[config.mk]
export PLATFORM = sky130hd
export DESIGN_NAME = cpu_pipeline_control
export DESIGN_NICKNAME = d
export VERILOG_FILES = /design/src/rtl/cpu_pipeline_control.sv
export SDC_FILE = /design/constraint.sdc
export NUM_CORES = 1
export LEC_CHECK = 0
export ABC_AREA = 1
export CORE_MARGIN = 3
export CORE_UTILIZATION = 51
export CTS_CLUSTER_DIAMETER = 200
export DETAILED_ROUTE_END_ITERATION = 8
export GPL_TIMING_DRIVEN = 0
export PLACE_DENSITY_LB_ADDON = 0.3
export SLEW_MARGIN = 40
export SYNTH_ARGS = -nofsm -noshare
export SYNTH_HDL_FRONTEND = slang
export SYNTH_SLANG_ARGS = --single-unit
[constraint.sdc]
create_clock -name i_clock -period 2.5 [get_ports i_clock]
set_input_delay 0.25 -clock i_clock [delete_from_list [all_inputs] [get_ports i_clock]]
set_output_delay 0.25 -clock i_clock [all_outputs]
set_load 0.03 [all_outputs]
[src/rtl/cpu_pipeline_control.sv]
// cpu_pipeline_control
//   Hazard and flush sequencer for the five-stage pipeline. Each cycle it
//   decides whether fetch, decode and execute advance, hold, take a bubble
//   or are killed. It also keeps two 32-bit performance counters.
// Ports
//   i_clock, i_reset            clock, synchronous active-high reset
//   i_decode_*                  decode-stage instruction and its source operands
//   i_execute_*                 execute-stage instruction, load flag, rd, busy
//   i_memory_busy               memory stage has a bus transaction outstanding
//   i_redirect                  taken branch / jump / trap resolved in execute
//   o_*_stall, o_execute_bubble, o_flush   pipeline control (combinational)
//   o_stall_cycles, o_flush_events         performance counters
module cpu_pipeline_control #(
  parameter int FLUSH_CYCLES = 2
) (
  input  logic        i_clock,
  input  logic        i_reset,
  input  logic        i_decode_valid,
  input  logic [1:0]  i_decode_have_rs,
  input  logic [4:0]  i_decode_rs1,
  input  logic [4:0]  i_decode_rs2,
  input  logic        i_execute_valid,
  input  logic        i_execute_load,
  input  logic [4:0]  i_execute_rd,
  input  logic        i_execute_busy,
  input  logic        i_memory_busy,
  input  logic        i_redirect,
  output logic        o_fetch_stall,
  output logic        o_decode_stall,
  output logic        o_execute_stall,
  output logic        o_execute_bubble,
  output logic        o_flush,
  output logic [31:0] o_stall_cycles,
  output logic [31:0] o_flush_events
);

  localparam logic [1:0] RUN     = 2'd0;
  localparam logic [1:0] FLUSH   = 2'd1;
  localparam logic [1:0] PENDING = 2'd2;

  // fc is loaded with the number of flush cycles still owed after the
  // accepting cycle itself.
  localparam logic [2:0] FC_LOAD = 3'(FLUSH_CYCLES - 1);
  localparam bit         MULTI   = (FLUSH_CYCLES > 1);

  logic [1:0]  state_q, state_d;
  logic [2:0]  fc_q, fc_d;
  logic [31:0] stall_cnt_q, stall_cnt_d;
  logic [31:0] flush_cnt_q, flush_cnt_d;

  logic luh;
  logic fetch_stall, decode_stall, execute_stall, execute_bubble, flush;
  logic accept;

  // Load-use hazard: the loaded value is not forwardable until the load
  // reaches memory, so decode must wait one cycle. x0 is never a real dest.
  assign luh = i_decode_valid && i_execute_valid && i_execute_load &&
               (i_execute_rd != 5'd0) &&
               ((i_decode_have_rs[0] && (i_decode_rs1 == i_execute_rd)) ||
                (i_decode_have_rs[1] && (i_decode_rs2 == i_execute_rd)));

  always_comb begin
    state_d        = state_q;
    fc_d           = fc_q;
    fetch_stall    = 1'b0;
    decode_stall   = 1'b0;
    execute_stall  = 1'b0;
    execute_bubble = 1'b0;
    flush          = 1'b0;
    accept         = 1'b0;

    if (i_memory_busy) begin
      // Whole front end freezes behind the bus. A redirect seen in RUN is
      // parked so it can be flushed once memory frees up; an ongoing flush
      // keeps killing fetch/decode but its countdown pauses.
      fetch_stall   = 1'b1;
      decode_stall  = 1'b1;
      execute_stall = 1'b1;
      if (state_q == FLUSH) begin
        flush = 1'b1;
      end else if (state_q == RUN && i_redirect) begin
        state_d = PENDING;
      end
    end else if (state_q == PENDING ||
                 (i_redirect && (state_q == RUN || state_q == FLUSH))) begin
      accept         = 1'b1;
      flush          = 1'b1;
      execute_bubble = 1'b1;
      if (state_q == FLUSH && i_execute_busy) begin
        fetch_stall  = 1'b1;
        decode_stall = 1'b1;
      end
      if (MULTI) begin
        state_d = FLUSH;
        fc_d    = FC_LOAD;
      end else begin
        state_d = RUN;
        fc_d    = 3'd0;
      end
    end else if (state_q == FLUSH) begin
      flush          = 1'b1;
      execute_bubble = 1'b1;
      fetch_stall    = i_execute_busy;
      decode_stall   = i_execute_busy;
      fc_d           = fc_q - 3'd1;
      if (fc_q == 3'd1) begin
        state_d = RUN;
      end
    end else if (i_execute_busy) begin
      // Execute holds its own register while the multi-cycle op runs.
      fetch_stall  = 1'b1;
      decode_stall = 1'b1;
    end else if (luh) begin
      fetch_stall    = 1'b1;
      decode_stall   = 1'b1;
      execute_bubble = 1'b1;
    end
  end

  assign stall_cnt_d = stall_cnt_q + 32'(decode_stall);
  assign flush_cnt_d = flush_cnt_q + 32'(accept);

  always_ff @(posedge i_clock) begin
    if (i_reset) begin
      state_q     <= RUN;
      fc_q        <= 3'd0;
      stall_cnt_q <= 32'd0;
      flush_cnt_q <= 32'd0;
    end else begin
      state_q     <= state_d;
      fc_q        <= fc_d;
      stall_cnt_q <= stall_cnt_d;
      flush_cnt_q <= flush_cnt_d;
    end
  end

  // Reset forces every output low even before the first clock edge.
  assign o_fetch_stall    = !i_reset && fetch_stall;
  assign o_decode_stall   = !i_reset && decode_stall;
  assign o_execute_stall  = !i_reset && execute_stall;
  assign o_execute_bubble = !i_reset && execute_bubble;
  assign o_flush          = !i_reset && flush;
  assign o_stall_cycles   = i_reset ? 32'd0 : stall_cnt_q;
  assign o_flush_events   = i_reset ? 32'd0 : flush_cnt_q;

endmodule

==> flow_summary.toml <==
[run_status]
outcome = "finished clean"

[power]
power.density_nw_per_um2 = 393
leakage_nw = 1.98
ir_drop_mv = 0.226

[placed_design]
dp.cells = 901
placed_area_sq_um = 5330
dp_hpwl_um = 10200
place_worst_setup_slack_ns = -0.387
portBuffers = 92
place_congestion = 0.960

[logic_synthesis]
ys_warn_count = 0
ys_seq_elements = 69
synth.area.top_cells = "dfxtp_1, nand2_1, nor2_1, inv_1, a21oi_1"
synth_cell_types = 29
syn_avg_cell_area_sq_um = 6.06
yosysTopAreaCellShare_pct = 32.2
yosysTopAreaCell = "dfxtp_1"
syn_area_sq_um = 4280
syn_inst = 707
synth-seq-area-share_pct = 32.2
synth_nets = 738

[timing]
max_freq_mhz = 430
fin_skew_ns = 0.0142
slew_violations = 0
fin_ws_ns = 0.177
finalSetupViolations = 0
fin_crit_ns = 2.32
fin_crit_sh_pct = 92.9
worstMarginPinSlew_ns = 0.642
hold_viol_final = 0
setup_tns_ns = 0
slew_headroom_pct = 57.2

[floorplan]
io_pins = 94
die_h_um = 97.7
die_x_um = 97.7
die_area_sq_um = 9540
row_count = 32
core-area_sq_um = 7930
start_util_pct = 54.0

[final_layout]
register_area_sq_um = 1380
multi_input_area_sq_um = 2440
design_area_sq_um = 5590
final_util_pct = 70.5
stdcell_count = 922
syn_to_final_growth_pct = 30.5
drive_gt1_share_pct = 9.51
diodes = 0
fin_nets = 847
nFillCells = 734

[detailed_routing]
wl_um = 12900
ant_nets = 0
first_pass_iters = 5
post_drt_wl_per_cell_um = 14.0
drt_iter0_drc = 365
drc = 0
vias = 4878
via_per_inst = 5.29

[grt]
grt_pass1_vias = 4510
grt_max_degree = 12
grt_pass1_wl_um = 20800
antenna_found_initial = 0
track_usage_pct = 26.4
grt_overflow = 0

[min_path]
min_to = "stall_cnt_q[30]"
hold_depth = 2
hp-class = "reg2reg"
worstHoldStart = "stall_cnt_q[30]"

[critical_path]
slowest_stage = "clkdlybuf4s50_1"
critical_path_arrival_ns = 2.07
cp_common_cell = "nand2_1"
critPathRequiredTime_ns = 2.25
path_cells = "clkdlybuf4s50_1 -> inv_2 -> nand2_1 -> nand2_1 -> nor2_1 -> nand3_1 -> nand2_1 -> nand3b_1 -> a21oi_1 -> clkdlybuf4s50_1"
crit_fanout = 4
critPathCaptureType = "output pin"
start_kind = "primary input"
regToRegSetupSlack_ns = 0.22
reg2reg_from = "state_q[1]"
reg2reg_depth = 13
cpPeakStageDelay_ns = 0.70
r2r-end = "flush_cnt_q[30]"
critPathKind = "in2out"

[clock_network]
cts_buffers = 9
clock-root-buffer = "clkbuf_8"
clock_path_buffers = 2
clk_pin_slew_ns = 0.08
cts_tree = "built"
clock_sinks = 69
htree_levels = 3
clk-insertion-delay-late_ns = 0.35

[flow_run]
drv_cap = 0
[placed cells by master, fill, tap and decap left out, drive strengths merged]
cell type      count
o21bai             1
clkinv             2
nand4             14
nand2            171
a21oi             56
nor2             159
clkdlybuf4s50     86
a31oi              2
clkbuf            22
buf               11
o21ai             23
dfxtp             69
nand3             41
nor3              22
ha                 6
o21a               3
inv              115
xor2               8
dlymetal6s2s       3
nand3b             1
dlygate4sd2        3
clkinvlp           2
[cells by family (layout without fill, tap and decap cells)]
| kind of cell | after synthesis | after routing | share of synthesized area [%] |
|---|---|---|---|
| XOR/XNOR | 8 | 8 | 1.64 |
| adder cells (fa/ha/maj) | 6 | 6 | 1.75 |
| AO/OA/AOI/OAI | 85 | 85 | 10.2 |
| flip-flops | 69 | 69 | 32.2 |
| AND/OR/NAND/NOR | 408 | 408 | 42.5 |
| buffers and inverters | 131 | 244 | 11.7 |
[worst max-delay path: cells and delay by family]
family | cells | cell delay [ns]
buffers and inverters | 3 | 1.25
and+or+nand+nor | 6 | 0.44
AOI/OAI and AO/OA | 1 | 0.14
[sequential cells by signal, summed over array words and instances (netlist names)]
signal / flops
stall_cnt_q: 32
fc_q: 3
state_q: 2
flush_cnt_q: 32
[cells in the mapped netlist (all sizes together)]
master,number
a31oi,2
o21ai,23
xor2,8
o21bai,1
a21oi,56
dfxtp,69
inv,115
o21a,3
nand3b,1
nand4,14
clkbuf,11
ha,6
nand2,171
nor2,159
nand3,41
buf,5
nor3,22
[metrics by stage]
step | hold WS (ns) | total power, mW
4_1_cts | 0.469 | 2.19
2_1_floorplan | 0.439 | 1.29
3_3_place_gp | 0.446 | 1.38
5_1_grt | 0.492 | 2.27
6_report | 0.472 | 2.20
3_5_place_dp | 0.458 | 1.39
[worst max-delay path by stage]
stage	start	end	depth (start not counted)	slack [ns]
4_1_cts	i_execute_rd[4]	stall_cnt_q[18]	20	0.002
3_5_place_dp	i_execute_rd[4]	stall_cnt_q[18]	20	-0.39
6_report	i_execute_rd[2]	o_execute_bubble	10	0.18
5_1_grt	i_execute_rd[2]	stall_cnt_q[18]	20	-0.007
3_3_place_gp	i_execute_rd[4]	stall_cnt_q[18]	20	-0.33
2_1_floorplan	state_q[1]	flush_cnt_q[30]	13	0.49
[report_power, final]
group / internal (mW) / switching, mW / total [mW]
logic: 0.0962 / 0.145 / 0.241
registers: 1.11 / 0.0137 / 1.13
clock network: 0.379 / 0.449 / 0.828
[what timing repair did]
| action | CTS | global route |
|---|---|---|
| resized for setup | 4 | 20 |
| hold buffers | 0 | 0 |
| buffers inserted | 4 | 2 |
| pin swaps | 2 | 7 |
| setup endpoints to repair | 5 | 24 |
[final cells by class]
cell class | count | share of cell area [%]
Multi-Input combinational cell | 507 | 43.7
Clock buffer | 11 | 2.53
Timing Repair Buffer | 98 | 17.4
Buffer | 16 | 1.23
Sequential cell | 69 | 24.7
Inverter | 115 | 7.72
Tap cell | 102 | 2.28
Clock inverter | 4 | 0.448
[layer usage]
metal	track usage, %	vias up	wire length, um	share of wire, %
met4	8.09	0	172	1.3
met1	35.7	2218	5720	44
li1	-	2429	-	-
met5	0	-	0	0
met3	4.88	18	1130	8.8
met2	42.8	213	5850	45
Power figures use the tool's default switching activity.
